===== src/rtl/dispatch_queue.sv =====
// In-order issue buffer between rename/decode and the RS/SLB. Waiting entries
// snoop the CDB channels every cycle so operands arrive while they queue.
module dispatch_queue #(
  parameter int DEPTH  = 4,
  parameter int CDB_N  = 2,
  parameter int ROB_W  = 4,
  parameter int OPT_W  = 6,
  parameter int WORD_W = 32
) (
  input  logic                    clk,
  input  logic                    rst,
  input  logic                    rdy,
  input  logic                    rb,
  input  logic                    in_valid,
  output logic                    in_ready,
  input  logic                    in_is_ls,
  input  logic                    in_is_ld,
  input  logic [OPT_W-1:0]        in_opt,
  input  logic [ROB_W-1:0]        in_src1,
  input  logic [ROB_W-1:0]        in_src2,
  input  logic [WORD_W-1:0]       in_val1,
  input  logic [WORD_W-1:0]       in_val2,
  input  logic [WORD_W-1:0]       in_imm,
  input  logic [ROB_W-1:0]        in_rob_idx,
  input  logic [CDB_N-1:0]        cdb_valid,
  input  logic [CDB_N*ROB_W-1:0]  cdb_src,
  input  logic [CDB_N*WORD_W-1:0] cdb_val,
  input  logic                    rs_full,
  input  logic                    slb_full,
  output logic                    rs_ena,
  output logic                    slb_ena,
  output logic [OPT_W-1:0]        out_opt,
  output logic [ROB_W-1:0]        out_src1,
  output logic [ROB_W-1:0]        out_src2,
  output logic [WORD_W-1:0]       out_val1,
  output logic [WORD_W-1:0]       out_val2,
  output logic [WORD_W-1:0]       out_imm,
  output logic [ROB_W-1:0]        out_rob_idx,
  output logic                    out_is_ld,
  output logic [$clog2(DEPTH):0]  count
);
  localparam int PTR_W = $clog2(DEPTH);
  localparam int CNT_W = PTR_W + 1;

  typedef struct packed {
    logic              is_ls;
    logic              is_ld;
    logic [OPT_W-1:0]  opt;
    logic [ROB_W-1:0]  src1;
    logic [ROB_W-1:0]  src2;
    logic [WORD_W-1:0] val1;
    logic [WORD_W-1:0] val2;
    logic [WORD_W-1:0] imm;
    logic [ROB_W-1:0]  rob_idx;
  } ent_t;

  ent_t             ent_q [DEPTH];
  ent_t             ent_d [DEPTH];
  ent_t             ent_snp [DEPTH];
  ent_t             in_ent, in_snp, head_ent;
  ent_t             out_q, out_d;
  logic [PTR_W-1:0] head_q, head_d, tail_q, tail_d;
  logic [CNT_W-1:0] count_q, count_d;
  logic             rs_ena_q, rs_ena_d, slb_ena_q, slb_ena_d;
  logic             iss, enq;

  // Lowest-numbered matching channel wins; src 0 means "already ready".
  function automatic logic [ROB_W+WORD_W-1:0] snoop(
    input logic [ROB_W-1:0]        src,
    input logic [WORD_W-1:0]       val,
    input logic [CDB_N-1:0]        v,
    input logic [CDB_N*ROB_W-1:0]  s,
    input logic [CDB_N*WORD_W-1:0] d
  );
    logic [ROB_W-1:0]  src_n;
    logic [WORD_W-1:0] val_n;
    logic              hit;
    src_n = src;
    val_n = val;
    hit   = 1'b0;
    for (int i = 0; i < CDB_N; i++) begin
      if (!hit && src != '0 && v[i] && s[i*ROB_W +: ROB_W] == src) begin
        hit   = 1'b1;
        src_n = '0;
        val_n = d[i*WORD_W +: WORD_W];
      end
    end
    return {src_n, val_n};
  endfunction

  function automatic ent_t snoop_ent(
    input ent_t                    e,
    input logic [CDB_N-1:0]        v,
    input logic [CDB_N*ROB_W-1:0]  s,
    input logic [CDB_N*WORD_W-1:0] d
  );
    ent_t r;
    r = e;
    {r.src1, r.val1} = snoop(e.src1, e.val1, v, s, d);
    {r.src2, r.val2} = snoop(e.src2, e.val2, v, s, d);
    return r;
  endfunction

  // in_valid/in_ready: a bundle transfers at an edge where both are high;
  // in_ready depends only on the registered count, so issue gives no credit.
  assign in_ready = (count_q != CNT_W'(DEPTH));

  always_comb begin
    in_ent         = '0;
    in_ent.is_ls   = in_is_ls;
    in_ent.is_ld   = in_is_ld;
    in_ent.opt     = in_opt;
    in_ent.src1    = in_src1;
    in_ent.src2    = in_src2;
    in_ent.val1    = in_val1;
    in_ent.val2    = in_val2;
    in_ent.imm     = in_imm;
    in_ent.rob_idx = in_rob_idx;
    in_snp = snoop_ent(in_ent, cdb_valid, cdb_src, cdb_val);
    for (int i = 0; i < DEPTH; i++) begin
      ent_snp[i] = snoop_ent(ent_q[i], cdb_valid, cdb_src, cdb_val);
    end
    head_ent = ent_snp[head_q];
    iss = (count_q != '0) && (head_ent.is_ls ? !slb_full : !rs_full);
    enq = in_valid && in_ready;
  end

  always_comb begin
    for (int i = 0; i < DEPTH; i++) ent_d[i] = ent_q[i];
    head_d    = head_q;
    tail_d    = tail_q;
    count_d   = count_q;
    out_d     = out_q;
    rs_ena_d  = 1'b0;
    slb_ena_d = 1'b0;
    if (rb) begin
      head_d  = '0;
      tail_d  = '0;
      count_d = '0;
    end else if (rdy) begin
      for (int i = 0; i < DEPTH; i++) ent_d[i] = ent_snp[i];
      if (iss) begin
        out_d     = head_ent;
        rs_ena_d  = !head_ent.is_ls;
        slb_ena_d = head_ent.is_ls;
        head_d    = head_q + PTR_W'(1);
      end
      if (enq) begin
        ent_d[tail_q] = in_snp;
        tail_d        = tail_q + PTR_W'(1);
      end
      case ({enq, iss})
        2'b10:   count_d = count_q + CNT_W'(1);
        2'b01:   count_d = count_q - CNT_W'(1);
        default: count_d = count_q;
      endcase
    end
  end

  always_ff @(posedge clk) begin
    if (rst) begin
      for (int i = 0; i < DEPTH; i++) ent_q[i] <= '0;
      head_q    <= '0;
      tail_q    <= '0;
      count_q   <= '0;
      out_q     <= '0;
      rs_ena_q  <= 1'b0;
      slb_ena_q <= 1'b0;
    end else begin
      for (int i = 0; i < DEPTH; i++) ent_q[i] <= ent_d[i];
      head_q    <= head_d;
      tail_q    <= tail_d;
      count_q   <= count_d;
      out_q     <= out_d;
      rs_ena_q  <= rs_ena_d;
      slb_ena_q <= slb_ena_d;
    end
  end

  assign rs_ena      = rs_ena_q;
  assign slb_ena     = slb_ena_q;
  assign out_opt     = out_q.opt;
  assign out_src1    = out_q.src1;
  assign out_src2    = out_q.src2;
  assign out_val1    = out_q.val1;
  assign out_val2    = out_q.val2;
  assign out_imm     = out_q.imm;
  assign out_rob_idx = out_q.rob_idx;
  assign out_is_ld   = out_q.is_ld;
  assign count       = count_q;
endmodule


===== config.mk =====
export PLATFORM = sky130hd
export DESIGN_NAME = dispatch_queue
export DESIGN_NICKNAME = d
export VERILOG_FILES = /design/src/rtl/dispatch_queue.sv
export SDC_FILE = /design/constraint.sdc
export NUM_CORES = 2
export LEC_CHECK = 0
export CORE_AREA = 5 5 299 301
export CTS_CLUSTER_SIZE = 14
export DETAILED_ROUTE_END_ITERATION = 7
export DIE_AREA = 0 0 304 306
export HOLD_SLACK_MARGIN = 0.02
export PLACE_DENSITY = 0.65
export SYNTH_ARGS = -nofsm -noshare
export SYNTH_HDL_FRONTEND = slang
export SYNTH_SLANG_ARGS = --single-unit

===== constraint.sdc =====
create_clock -name clk -period 7.9 [get_ports clk]
set_input_delay 1.975 -clock clk [delete_from_list [all_inputs] [get_ports clk]]
set_output_delay 1.975 -clock clk [all_outputs]
set_load 0.05 [all_outputs]

* After elaboration in Yosys (flattened, before gate mapping)
Memories as Yosys holds them, arrays and structs flattened.
Index checks and enable logic that the tools add are counted.
W data, S select, Z words.
** Cells by class
- Multiplexer cells :: 68
- $lt $le $gt $ge :: 3
- Reductions and logical operators :: 84
- Bitwise gates (word level) :: 9
- Equality and inequality tests :: 23
- Add/subtract/negate cells :: 4
** Operators with widths (count)
- $mux W464 :: 3
- $mux W116 :: 7
- $mux W32 :: 20
- $bwmux W464 :: 1
- $bmux W116 S2 :: 1
- $demux W116 S2 :: 1
- $eq A4 B4 Y1 :: 20
- $mux W4 :: 20
- $logic_and A1 B1 Y1 :: 53
- $reduce_bool A4 Y1 :: 10
- $mux W1 :: 14
- $logic_not A1 Y1 :: 13
- $ge A3 B3 Y1 const B :: 2
- $not A2 Y3 :: 2
- $pmux W3 S2 :: 1
- $reduce_and A2 Y1 :: 3
- $add A2 B1 Y2 const B :: 2
- $or A1 B1 Y1 :: 4
- $reduce_or A4 Y1 :: 1
- $add A3 B1 Y3 const B :: 1
- $lt A3 B1 Y1 const B :: 1
- $ne A3 B3 Y1 const B :: 1
- $not A1 Y1 :: 3
- $reduce_and A3 Y1 :: 1
- other kinds (6) :: 6
** Storage, ports and cells
- Memories :: 1
- RAM bits :: 464
- Output and inout port bits :: 121
- Word-level logic and storage cells :: 205
- Register bits :: 124
** Memories
- ent_q :: words 4, width 116, read ports 4, clocked after memory_dff 0, write ports 4, line 57 : ent_t ent_q [DEPTH];

* Longest topological paths before layout
- Depth in word-level cells :: 17
- Mapped depth :: 12
- Gate-level depth less buffers :: 10

* Worst setup path after synthesis
Ideal clock, no wire load.
- Path kind :: input to register
- From :: input cdb_src[6]
- To :: register out_q (netlist bit out_val1[18])
- Stages :: 7
- Path slack :: 4.077 ns
- Required time :: 7.766 ns
- Library setup time :: 0.134 ns
- Arrival :: 3.689 ns
- Path through :: buf_6 xnor2_1 nand4_1 nor2_8 mux2i_1 a211oi_1 or4_1
** On the way
- Cells in the longest elaborated chain, start to end :: 6
- Elaborated cells on any way between the ends :: 15
- Those cells by class :: 4 x eq/ne; 7 x mux; 4 x reduce/logical
** RTL lines
- from (decl) :: line 26 : input logic [CDB_N*ROB_W-1:0] cdb_src,
- $eq A4 B4 Y1 :: line 82 : if (!hit && src != '0 && v[i] && s[i*ROB_W +: ROB_W] == src) begin
- $logic_and A1 B1 Y1 :: line 82
- $mux W32 :: line 82
- $bmux W116 S2 (*) :: line 123 : head_ent = ent_snp[head_q];
- $mux W116 (implied by the code) (*) (2 in series) :: line 123
- to (signal assigned) :: line 174 : out_q <= out_d;
- to (decl) :: line 61 : ent_t out_q, out_d;
Mark *: on every way between the ends. The rest lies on a longest branch, timed or not. The select of a mux whose other input is x is not followed.
A chain may end at the register's enable or synchronous reset.

* Worst setup path after layout
- From :: input cdb_src[0]
- To :: register out_q (netlist bit out_val2[7])
** On the way
- Cells in the longest elaborated chain, start to end :: 11
- Elaborated cells on any way between the ends :: 39
- Those cells by class :: 4 x eq/ne; 15 x mux; 20 x reduce/logical
** RTL lines (line)
- $eq A4 B4 Y1 :: 82
- $logic_and A1 B1 Y1 :: 82
- $mux W1 :: 82
- $logic_not A1 Y1 :: 82
- $logic_and A1 B1 Y1 (3 in series) :: 82
- $mux W32 :: 82
- $bmux W116 S2 (*) :: 123
- $mux W116 (implied by the code) (*) (2 in series) :: 123
Marked as above.

==> impl_metrics.yaml <==
run_status:
  outcome: "complete, but fails checks"
  violations: "DRC"
power:
  clkPwrFrac_pct: 45.9
  combPwrFrac_pct: 12.0
  p_leak_nw: 12.5
  seq_power_share_pct: 42.1
  powerDensity_nw_per_um2: 182
  power_mw: 7.25
  p_sw_share_pct: 28.6
  p_int_mw: 5.18
  netSwitchingPower_mw: 2.08
  ir_drop_mv: 0.149
cts:
  cts_resized: 0
  h-tree-depth: 3
  clkSinkCount: 588
  clock_latency_ps: 650
  path_clk_slew_ps: 60
  ctsHoldBuffers: 0
  root_buffer: "clkbuf_16"
  cts_made_buffers: 71
  cts_tree: "done"
  cts_setup_buffers: 0
  clk_path_buf_depth: 3
synth:
  synth_top_area_share_pct: 34.4
  synthArstFlopShare_pct: 0
  synth_edf_count: 0
  yosys-top-cells-area: "dfxtp_1 34%, nand2_1 7.8%, a21oi_1 5.1%"
  yosysSeqAreaShare_pct: 34.4
  synth_area_sq_um: 34200
  synthMostInstantiatedCell: "nand2_1"
  synth_area_per_cell_sq_um: 7.55
  yosys.area.top_type: "dfxtp_1"
  synth.net_count: 4732
  ys_seq_elements: 588
  yosys.cell_types.count: 78
  synthTopCellsByCount: "714 x nand2_1, 588 x dfxtp_1, 408 x clkbuf_1"
  synth_warnings: 0
  netlist_instances: 4529
  synth_ff_type: "dfxtp_1"
route:
  vias: 38130
  vias_per_cell: 6.70
  drt-wirelength-per-cell_um: 27.8
  drt_pre_antenna_iters: 8
  ant_nets: 0
  drt_iter0_markers: 5445
  drc_errors: 3
  wl_mm: 158
setup_path:
  required_ps: 8460
  cp_top_family: "simple AND/OR/NAND/NOR gates"
  startpoint: "cdb_src[0]"
  path_class: "input pin to flop"
  crit_fanout: 32
  r2r_start: "head_q[0]"
  reg2reg_to: "out_val1[3]"
  cp_slowest_stage_delay_ps: 1040
  endpoint: "out_val2[7]"
  crit_path_end_kind: "flop"
  cp.depth: 7
  cp_num_buf_inv: 1
  rrSetupSlack_ps: 4250
  worst_ep_arrival_time_ps: 5940
  path_cells: "clkdlybuf4s50_1 > xnor2_1 > nand4_1 > or2_2 > a31oi_1 > o221ai_1 > o21ai_0"
  cpMaxStageDelayCell: "or2_2"
  start_kind: "input pin"
  reg2regPathDepth: 6
grt:
  grt_overflow: 0
  grt_pass1_vias: 35417
  grt.total_usage_pct: 31.9
  grt_use_met1_pct: 40.2
  use_met2_pct: 45.9
  grt_max_degree: 133
  grt_first_pass_wirelength_mm: 233
  top_usage_layer: "met2"
  grt_antenna_before_repair: 26
  use_met3_pct: 12.3
placed_design:
  placed_cell_area_sq_um: 37500
  port-buffer-count: 317
  dp.cells: 5556
  dpl.hpwl_mm: 97.8
  gp_congestion: 0.952
  dp_slack_ps: 2070
final_layout:
  final_nets: 4677
  final_cells: 5695
  utilization_pct: 46.1
  area_growth_pct: 16.5
  fin_area_sq_um: 39800
  fill_cells: 8424
  layout-drive-gt1-share_pct: 7.93
floorplanning:
  die-height_um: 306
  dieArea_sq_um: 93000
  std_cell_rows: 108
  initial_core_util_pct: 39.6
  die_x_um: 304
  ios: 318
  coreArea_sq_um: 86300
sta:
  finalCritPeriodShare_pct: 68.1
  max_freq_mhz: 186
  setup_ws_ps: 2520
  rsz0062_at_grt: "no"
  skew_ps: 35.9
  hold_ws_ps: 448
  worst_pin_slew_ps: 1290
  finalHoldViolCount: 0
  relSlewSlack_pct: 13.8
  finalCriticalPeriod_ps: 5380
  setup_tns_ps: 0
  slew_violations: 0
  setup_viol_count_final: 0
worst_hold_path:
  hp-class: "flop to flop"
  worstHoldStart: "ent_q[0][44]"
job:
  drv_cap: 0
-- worst min-delay path, stage by stage (launching register included) --
cell	delay (ps)
dfxtp_1	300
nand2_1	50
a21oi_1	50
-- kinds of logic after synthesis --
group	Yosys count	synth area share [%]
multiplexers	126	5.41
AO/OA/AOI/OAI	1511	29.2
adder cells (fa/ha/maj)	6	0.242
AND/OR/NAND/NOR	1677	22.2
buffers and inverters	551	6.70
XOR/XNOR	70	1.82
flip-flops	588	34.4
-- how the worst min path moves through the flow --
stage,to,slack [ps],cells past startpoint
after floorplan,ent_q[0][36],430,2
after global placement,ent_q[0][44],440,2
after detailed placement,ent_q[0][45],440,2
after CTS,ent_q[0][45],450,2
after global routing,ent_q[0][48],460,2
final,ent_q[0][44],450,2
-- power by group through the flow --
stage | Sequential [mW] | Clock (mW) | Combinational (mW)
6_report | 3.05 | 3.33 | 0.872
5_1_grt | 3.05 | 3.49 | 0.902
4_1_cts | 3.05 | 3.37 | 0.832
3_5_place_dp | 3.11 | 0 | 0.829
3_3_place_gp | 3.11 | 0 | 0.826
2_1_floorplan | 3.11 | 0 | 0.465
-- layout make-up --
cell class | count | area [sq um] | share of cell area [%]
Multi-Input combinational cell | 3390 | 20300 | 50.9
Sequential cell | 588 | 11800 | 29.6
Timing Repair Buffer | 412 | 3920 | 9.85
Clock buffer | 101 | 2020 | 5.07
Tap cell | 1155 | 1450 | 3.63
Clock inverter | 24 | 312 | 0.782
Inverter | 11 | 41.3 | 0.104
Antenna cell | 14 | 35.0 | 0.0880
-- routing by layer --
layer	part of all wire, %	vias up
li1	-	16701
met1	37	17941
met2	40	2793
met3	14	675
met4	7.8	20
met5	0.080	-
-- placed cells by master (no fill, tap or decap), types with 17 or more instances in the layout --
cell type,instances
clkbuf_1,17
buf_4,92
o21a_1,20
a211o_1,86
o211ai_1,33
nand3_1,176
o22ai_1,34
a22oi_1,151
o21ai_0,248
o221ai_1,27
mux4_2,44
xnor2_1,58
o31ai_1,65
nor3_1,259
nand4_1,132
nand2_1,710
nor2b_1,24
or3_1,18
a22o_1,21
clkdlybuf4s50_1,315
a21oi_1,346
mux2i_1,61
a211oi_1,54
mux2_2,20
a311oi_1,34
a221o_1,44
nor2_1,261
a31o_2,20
a31oi_1,231
dfxtp_1,586
clkbuf_16,71
Power figures use the tool's default switching activity.
